**config.mk**
```make
export PLATFORM = sky130hd
export DESIGN_NAME = player_1_ctl
export DESIGN_NICKNAME = d
export VERILOG_FILES = /design/src/rtl/player_1_ctl_pkg.sv /design/src/rtl/state_pkg.sv /design/src/rtl/vga_pkg.sv /design/src/rtl/vblnk_tick.sv /design/src/rtl/player_1_ctl.sv
export SDC_FILE = /design/constraint.sdc
export NUM_CORES = 1
export LEC_CHECK = 0
export ABC_AREA = 1
export BUFFER_PORTS_ARGS = -buffer_cell sky130_fd_sc_hd__buf_2
export CORE_MARGIN = 1.5
export CORE_UTILIZATION = 50
export CTS_CLUSTER_DIAMETER = 40
export DETAILED_ROUTE_END_ITERATION = 8
export GPL_TIMING_DRIVEN = 0
export PLACE_DENSITY = 0.7
export SYNTH_ARGS = -nofsm -noshare
export SYNTH_HDL_FRONTEND = slang
export SYNTH_SLANG_ARGS = --single-unit
```
**constraint.sdc**
```tcl
create_clock -name clk -period 3.1 [get_ports clk]
set_clock_uncertainty 0.15 [all_clocks]
set_input_delay 0.155 -clock clk [delete_from_list [all_inputs] [get_ports clk]]
set_output_delay 0.155 -clock clk [all_outputs]
set_load 0.02 [all_outputs]
```
**src/rtl/player_1_ctl_pkg.sv**
```systemverilog
// Internal types for the player-1 movement controller.
`default_nettype none
package player_1_ctl_pkg;
  localparam int unsigned ANIM_CNT_W = 8;
  localparam int unsigned XPOS_W     = 12;

  typedef enum logic [1:0] {
    DIR_NONE = 2'd0,
    DIR_R    = 2'd1,
    DIR_L    = 2'd2
  } dir_e;
endpackage
`default_nettype wire

```
**src/rtl/state_pkg.sv**
```systemverilog
// Player draw states shared by the movement controllers and draw stages.
`default_nettype none
package state_pkg;
  typedef enum logic [2:0] {
    IDLE   = 3'd0,
    RIGHT1 = 3'd1,
    RIGHT2 = 3'd2,
    LEFT1  = 3'd3,
    LEFT2  = 3'd4
  } State;
endpackage
`default_nettype wire

```
**src/rtl/vga_pkg.sv**
```systemverilog
// Screen geometry and sprite-size constants for the VGA display path.
`default_nettype none
package vga_pkg;
  localparam int unsigned HOR_PIXELS   = 1024;
  localparam int unsigned VER_PIXELS   = 768;
  localparam int unsigned PLAYER_WIDTH = 40;
  localparam int unsigned PLAYER_X_MAX = HOR_PIXELS - PLAYER_WIDTH;
endpackage
`default_nettype wire

```
**src/rtl/vblnk_tick.sv**
```systemverilog
// Rising-edge detector on vblnk, producing one frame tick per vertical blank.
`default_nettype none
module vblnk_tick (
  input  logic clk,
  input  logic rst,
  input  logic vblnk_i,
  output logic tick_o
);
  logic vblnk_q;

  // Resetting to 1 prevents a tick when vblnk is already high at reset release.
  always_ff @(posedge clk or negedge rst) begin
    if (!rst) vblnk_q <= 1'b1;
    else      vblnk_q <= vblnk_i;
  end

  assign tick_o = vblnk_i & ~vblnk_q;
endmodule
`default_nettype wire

```
**src/rtl/player_1_ctl.sv**
```systemverilog
// Player-1 movement and walking-animation controller, updated once per frame.
`default_nettype none
module player_1_ctl
  import state_pkg::*;
  import player_1_ctl_pkg::*;
#(
  parameter int unsigned X_MIN       = 0,
  parameter int unsigned X_MAX       = vga_pkg::PLAYER_X_MAX,
  parameter int unsigned X_INIT      = 0,
  parameter int unsigned STEP        = 4,
  parameter int unsigned ANIM_FRAMES = 8
) (
  input  logic              clk,
  input  logic              rst,
  input  logic              vblnk,
  input  logic              enable,
  input  logic              btn_left,
  input  logic              btn_right,
  output logic [XPOS_W-1:0] xpos_player1,
  output State              state,
  output logic              moving
);
  logic                  tick;
  dir_e                  dir;
  State                  state_q, state_d;
  logic [ANIM_CNT_W-1:0] anim_q, anim_d;
  logic [XPOS_W-1:0]     xpos_q, xpos_d;
  logic                  moving_q, moving_d;
  logic [XPOS_W:0]       xpos_ext, xpos_sum;

  vblnk_tick u_vblnk_tick (
    .clk     (clk),
    .rst     (rst),
    .vblnk_i (vblnk),
    .tick_o  (tick)
  );

  always_comb begin
    dir = DIR_NONE;
    if (enable && (btn_right ^ btn_left)) dir = btn_right ? DIR_R : DIR_L;
  end

  always_ff @(posedge clk or negedge rst) begin
    if (!rst) begin
      state_q  <= IDLE;
      anim_q   <= '0;
      xpos_q   <= XPOS_W'(X_INIT);
      moving_q <= 1'b0;
    end else begin
      state_q  <= state_d;
      anim_q   <= anim_d;
      xpos_q   <= xpos_d;
      moving_q <= moving_d;
    end
  end

  always_comb begin
    state_d  = state_q;
    anim_d   = anim_q;
    xpos_d   = xpos_q;
    moving_d = moving_q;
    xpos_ext = {1'b0, xpos_q};
    xpos_sum = xpos_ext + (XPOS_W+1)'(STEP);

    if (tick) begin
      case (dir)
        DIR_R: begin
          xpos_d = (xpos_sum > (XPOS_W+1)'(X_MAX)) ? XPOS_W'(X_MAX) : xpos_sum[XPOS_W-1:0];
          if (state_q == RIGHT1 || state_q == RIGHT2) begin
            if (anim_q == ANIM_CNT_W'(ANIM_FRAMES - 1)) begin
              state_d = (state_q == RIGHT1) ? RIGHT2 : RIGHT1;
              anim_d  = '0;
            end else begin
              anim_d = anim_q + 1'b1;
            end
          end else begin
            state_d = RIGHT1;
            anim_d  = '0;
          end
        end
        DIR_L: begin
          xpos_d = (xpos_ext < (XPOS_W+1)'(X_MIN + STEP)) ? XPOS_W'(X_MIN)
                                                           : xpos_q - XPOS_W'(STEP);
          if (state_q == LEFT1 || state_q == LEFT2) begin
            if (anim_q == ANIM_CNT_W'(ANIM_FRAMES - 1)) begin
              state_d = (state_q == LEFT1) ? LEFT2 : LEFT1;
              anim_d  = '0;
            end else begin
              anim_d = anim_q + 1'b1;
            end
          end else begin
            state_d = LEFT1;
            anim_d  = '0;
          end
        end
        default: begin
          state_d = IDLE;
          anim_d  = '0;
        end
      endcase
      moving_d = (xpos_d != xpos_q);
    end
  end

  assign xpos_player1 = xpos_q;
  assign state        = state_q;
  assign moving       = moving_q;
endmodule
`default_nettype wire
```
Word-level counts from Yosys, hierarchy flattened
Index checks and enable logic that the tools add are counted.
{"block": "word_totals", "out_inout_bits": 16, "ff_bits": 25}
{"block": "classes", "n_mux": 17, "eq_ne": 10, "n_lt_le_gt_ge": 2, "n_bitwise": 3, "n_reduce_logical": 4, "addsub": 3}
{"operator": "two-way mux 12 bit", "count": 3}
{"operator": "two-way mux 8 bit", "count": 3}
{"operator": "case mux 12 bit (2 select lines)", "count": 1}
{"operator": "case mux 8 bit (2 select lines)", "count": 1}
{"operator": "two-way mux 3 bit", "count": 5}
{"operator": "adder 12 x 3 -> 13 bit (second input constant)", "count": 1}
{"operator": "greater-than comparator 13 x 10 -> 1 bit (second input constant)", "count": 1}
{"operator": "< comparator 12 x 3 -> 1 bit (second input constant)", "count": 1}
{"operator": "!= test 12 bit", "count": 1}
{"operator": "subtractor 12 x 3 -> 12 bit (second input constant)", "count": 1}
{"operator": "adder 8 x 1 -> 8 bit (second input constant)", "count": 1}
{"operator": "== test 8 x 3 -> 1 bit (second input constant)", "count": 1}
{"operator": "== test 3 x 2 -> 1 bit (second input constant)", "count": 2}
{"operator": "two-way mux 2 bit", "count": 3}
{"operator": "!= test 3 bit (second input constant)", "count": 2}
{"operator": "case mux 3 bit (2 select lines)", "count": 1}
{"operator": "== test 3 x 1 -> 1 bit (second input constant)", "count": 1}
{"operator": "== test 3 bit (second input constant)", "count": 1}
{"operator": "AND reduction 3 bit", "count": 1}
{"operator": "== test 2 x 1 -> 1 bit (second input constant)", "count": 1}
{"operator": "== test 2 bit (second input constant)", "count": 1}
{"operator": "logical OR 1 bit", "count": 2}
{"operator": "AND 1 bit", "count": 1}
{"operator": "logical AND 1 bit", "count": 1}
{"operator": "other kinds (2)", "count": 2}

Depth between registers and ports, before layout
{"block": "depth", "word_depth": 7, "mapped_depth": 18, "ltp_nobuf": 18}

Cells and area by module
A second synthesis with hierarchy kept.
{"block": "unflattened", "cells_unflattened": 298, "area_unflattened_um2": 1973.1}
{"mod": "player_1_ctl", "cells_per_inst": 295, "n_inst": 1, "area_each_um2": 1936.9}
{"mod": "vblnk_tick", "cells_per_inst": 3, "n_inst": 1, "area_each_um2": 36.3}

Worst setup path before layout
OpenSTA, ideal clock, no wires.
{"block": "synth_path", "kind": "register to register", "startpoint": "register xpos_q[2] (netlist: xpos_player1[2])", "endpoint": "register moving_q (netlist: moving)", "slack_ns": 0.929, "stages_incl_launch_ff": 19, "setup_ns": 0.113, "t_arrival_ns": 1.908, "cell_sequence": "dfrtp_1 inv_1 ha_1 nand2_1 nor2_2 nand2_1 nor2_2 nand2_2 nand2_1 nor2_1 nand2_1 nand2_1 nand2_1 nor2_1 nand2_1 nor2_2 nand3_1 nand2_1 inv_1"}
{"block": "synth_via", "elab_chain_len": 6}
{"element": "start, declared", "line_no": "player_1_ctl.sv:27", "rtl": "logic [XPOS_W-1:0] xpos_q, xpos_d;"}
{"element": "start signal, assigned", "line_no": "player_1_ctl.sv:47", "rtl": "xpos_q <= XPOS_W'(X_INIT);"}
{"element": "start signal, assigned", "line_no": "player_1_ctl.sv:52", "rtl": "xpos_q <= xpos_d;"}
{"element": "adder 12 x 3 -> 13 bit", "line_no": "player_1_ctl.sv:63", "rtl": "xpos_sum = xpos_ext + (XPOS_W+1)'(STEP);"}
{"element": "greater-than comparator 13 x 10 -> 1 bit", "line_no": "player_1_ctl.sv:68", "rtl": "xpos_d = (xpos_sum > (XPOS_W+1)'(X_MAX)) ? XPOS_W'(X_MAX) : xpos_sum[XPOS_W-1:0];"}
{"element": "two-way mux 12 bit", "line_no": "player_1_ctl.sv:68"}
{"element": "case mux 12 bit (2 select lines)", "line_no": "player_1_ctl.sv:66", "rtl": "case (dir)"}
{"element": "two-way mux 12 bit", "line_no": "player_1_ctl.sv:65", "rtl": "if (tick) begin"}
{"element": "!= test 12 bit *", "line_no": "player_1_ctl.sv:101", "rtl": "moving_d = (xpos_d != xpos_q);"}
{"element": "end signal, assigned", "line_no": "player_1_ctl.sv:53", "rtl": "moving_q <= moving_d;"}
{"element": "end, declared", "line_no": "player_1_ctl.sv:28", "rtl": "logic moving_q, moving_d;"}
Mark *: on every way between the ends. The rest lies on a longest branch, timed or not. The select of a mux whose other input is x is not followed.
A chain may end at the register's enable or synchronous reset.

Worst setup path after layout
Ends and elaborated chain as after synthesis.

==> results.yml <==
layout:
  synthToLayoutAreaGrowth_pct: 11.6
  nFillCells: 371
  final_cells: 385
  final_util: 0.598
  fin_area_um2: 2250
  layout.nets: 348
  num_antenna_cells: 0
  drive_gt1_frac: 0.160
cts:
  cts_setup_buffers: 0
  clock_latency_ns: 0.28
  cts_inserted_buffers: 3
  clockBufferDepth: 2
  cts.root.buffer_cell: "clkbuf_8"
  tritoncts: "built"
  cts_resized: 0
  clk_pin_slew_ns: 0.10
  htree_levels: 1
  cts_hold_buf: 2
  clock_sinks: 25
pwr:
  finalPower_mw: 1.34
  irDropWorstVdd_uv: 449
  power.density_nw_per_um2: 593
  leakage_nw: 1.14
route:
  routed_wl_um: 5040
  num_vias: 2024
  drt_drc_violations_left: 0
  wl_per_cell_um: 13.1
  via_per_inst: 5.26
  antenna_left: 0
  first_pass_iters: 5
  drt_iter0_markers: 178
sta:
  slew_violations: 0
  finalCriticalPeriod_ns: 2.46
  timing.final.ws_setup_ns: 0.644
  relSlewSlack: 0.586
  final.setup.tns_ns: 0
  whs_ns: 0.0985
  hold_viol: 0
  setup_viol: 0
  tightest_slew_ns: 0.621
  rsz0062_at_grt: "no"
  fmax_mhz: 407
  fin_crit_sh: 0.792
critical_path:
  cpPeakStageDelay_ns: 0.48
  startpoint_type: "flip-flop"
  crit_top_cell: "nand2_1"
  critPathArrivalTime_ns: 2.50
  path_buf_inv: 2
  cp_top_family: "simple AND/OR/NAND/NOR gates"
  critPathKind: "flip-flop to flip-flop"
  reg2reg_depth: 16
  required_ns: 3.14
  crit_path_end_kind: "flip-flop"
  cp.depth: 16
  crit_chain: "inv_1, ha_1, nand3_1, nor2_1, nand2_2, nand2_1, o21ai_0, nand2_1, nand2_1, nand2_1, nor2_1, nand2_1, nor2_2, nand3_1, nand2_1, inv_1"
  worst_path_max_delay_cell: "dfrtp_1"
  crit_fanout: 7
global_routing:
  overflow: 0
  grt_util_all_layers: 0.258
  grt_pass1_wl_um: 8680
  grt_max_degree: 26
  grt_pass1_vias: 1854
  grt_antenna_before_repair: 0
placed_design:
  gp_congestion: 0.902
  io_buffers: 21
  dp.cells: 379
  place_ws_ns: 0.687
  dpl-instance-area_um2: 2180
  dpl.hpwl_um: 3750
synth:
  netlist-cell-type-count: 34
  syn-cell-area_um2: 2020
  yosysTopAreaCellShare: 0.297
  ys_seq_area_frac: 0.310
  synth_nets: 320
  yosysTopAreaCell: "dfrtp_1"
  ys_warn_count: 0
  syn_area_per_cell_um2: 6.51
  synth_area_leaders: "dfrtp_1 (30%), nand2_1 (14%), nand3_1 (8.2%)"
  synth_seq_cells: 25
  syn_inst: 310
die:
  die_h_um: 66.6
  num_rows: 22
  boundaryPins: 22
  initial_core_util: 0.536
  die_width_um: 66.6
  die_area_um2: 4430
  core_area_um2: 3770
worst_hold_path:
  hold_path.class: "input pin to flip-flop"
  hold_depth: 3
job:
  max_cap_viol_count: 0
outcome:
  status: "finished clean"
[per-layer routing]
metal | vias up | wire length [um] | track usage
met5 | - | 0 | 0
met4 | 0 | 73 | 0.0714
met3 | 11 | 278 | 0.0270
met2 | 68 | 2120 | 0.391
met1 | 893 | 2570 | 0.386
li1 | 1052 | - | -
[cells in the mapped netlist]
cell,number
nand2_1,77
nor2_1,42
inv_1,37
nand3_1,33
dfrtp_1,24
o21ai_0,22
a21oi_1,15
nand2_2,7
nor2_2,5
xor2_1,5
ha_1,4
nand3_2,4
nor3_1,4
buf_6,3
nand3b_1,3
a22oi_1,2
a31oi_1,2
clkbuf_1,2
inv_2,2
nand4_1,2
o22ai_1,2
a21boi_0,1
a21oi_4,1
buf_2,1
buf_4,1
dfstp_2,1
nor2_4,1
nor3_2,1
nor3b_1,1
o21ai_1,1
o21bai_2,1
o31ai_1,1
or2_2,1
xnor2_1,1
[final cells by class]
class,count,area (um2),share of cell area
Timing Repair Buffer,23,125,0.0555
Sequential cell,25,627,0.278
Buffer,7,53.8,0.0239
Multi-Input combinational cell,239,1190,0.529
Clock buffer,3,41.3,0.0183
Clock inverter,1,7.51,0.00333
Tap cell,48,60.1,0.0267
Inverter,39,146,0.0650
[cells in the final DEF (no fill, tap or decap), types with 2 or more instances in the layout]
master          n
a21oi_1        15
a22oi_1         2
a31oi_1         2
buf_2          22
buf_6           3
clkbuf_1        2
clkbuf_8        3
dfrtp_1        24
dlygate4sd3_1   2
ha_1            4
inv_1          37
inv_2           2
nand2_1        77
nand2_2         7
nand3_1        33
nand3_2         4
nand3b_1        3
nand4_1         2
nor2_1         42
nor2_2          5
nor3_1          4
o21ai_0        22
o22ai_1         2
xor2_1          5
[path summary, 6_finish.rpt]
| check | from | slack [ns] | to |
|---|---|---|---|
| worst max register to register | xpos_player1[2] | 0.64 | moving |
| max in group asynchronous | rst | 2.14 | anim_q[2] |
| worst max-delay path | xpos_player1[2] | 0.64 | moving |
| worst min-delay path | enable | 0.1 | state[2] |
| min in group asynchronous | rst | 0.26 | xpos_player1[8] |
| worst min register to register | xpos_player1[0] | 0.40 | xpos_player1[0] |
[sequential cells by signal, summed over array words and instances (netlist names)]
signal	flops
moving	1
xpos_player1	12
u_vblnk_tick.vblnk_q	1
state	3
anim_q	8
[worst register-to-register path, stage by stage, from the launching register on]
cell,delay (ns)
dfrtp_1,0.48
inv_1,0.14
ha_1,0.27
nand3_1,0.16
nor2_1,0.08
nand2_2,0.12
nand2_1,0.12
o21ai_0,0.19
nand2_1,0.09
nand2_1,0.06
nand2_1,0.05
nor2_1,0.13
nand2_1,0.08
nor2_2,0.09
nand3_1,0.07
nand2_1,0.06
inv_1,0.04
[power by group]
group          switching, mW  total, mW  internal, mW  leakage, nW
registers             0.0601      0.437         0.377        0.321
clock network          0.124      0.216        0.0917       0.0217
logic                  0.451      0.683         0.233        0.798
[cells by family (layout without fill, tap and decap cells)]
family,count (synthesis),after routing,synth area share
AO/OA/AOI/OAI,48,48,0.135
XOR/XNOR,6,6,0.0260
adder cells (fa/ha/maj),4,4,0.0248
buffers and inverters,46,73,0.0991
flip-flops,25,25,0.310
AND/OR/NAND/NOR,181,181,0.405
(Power assumes the default switching activity.)
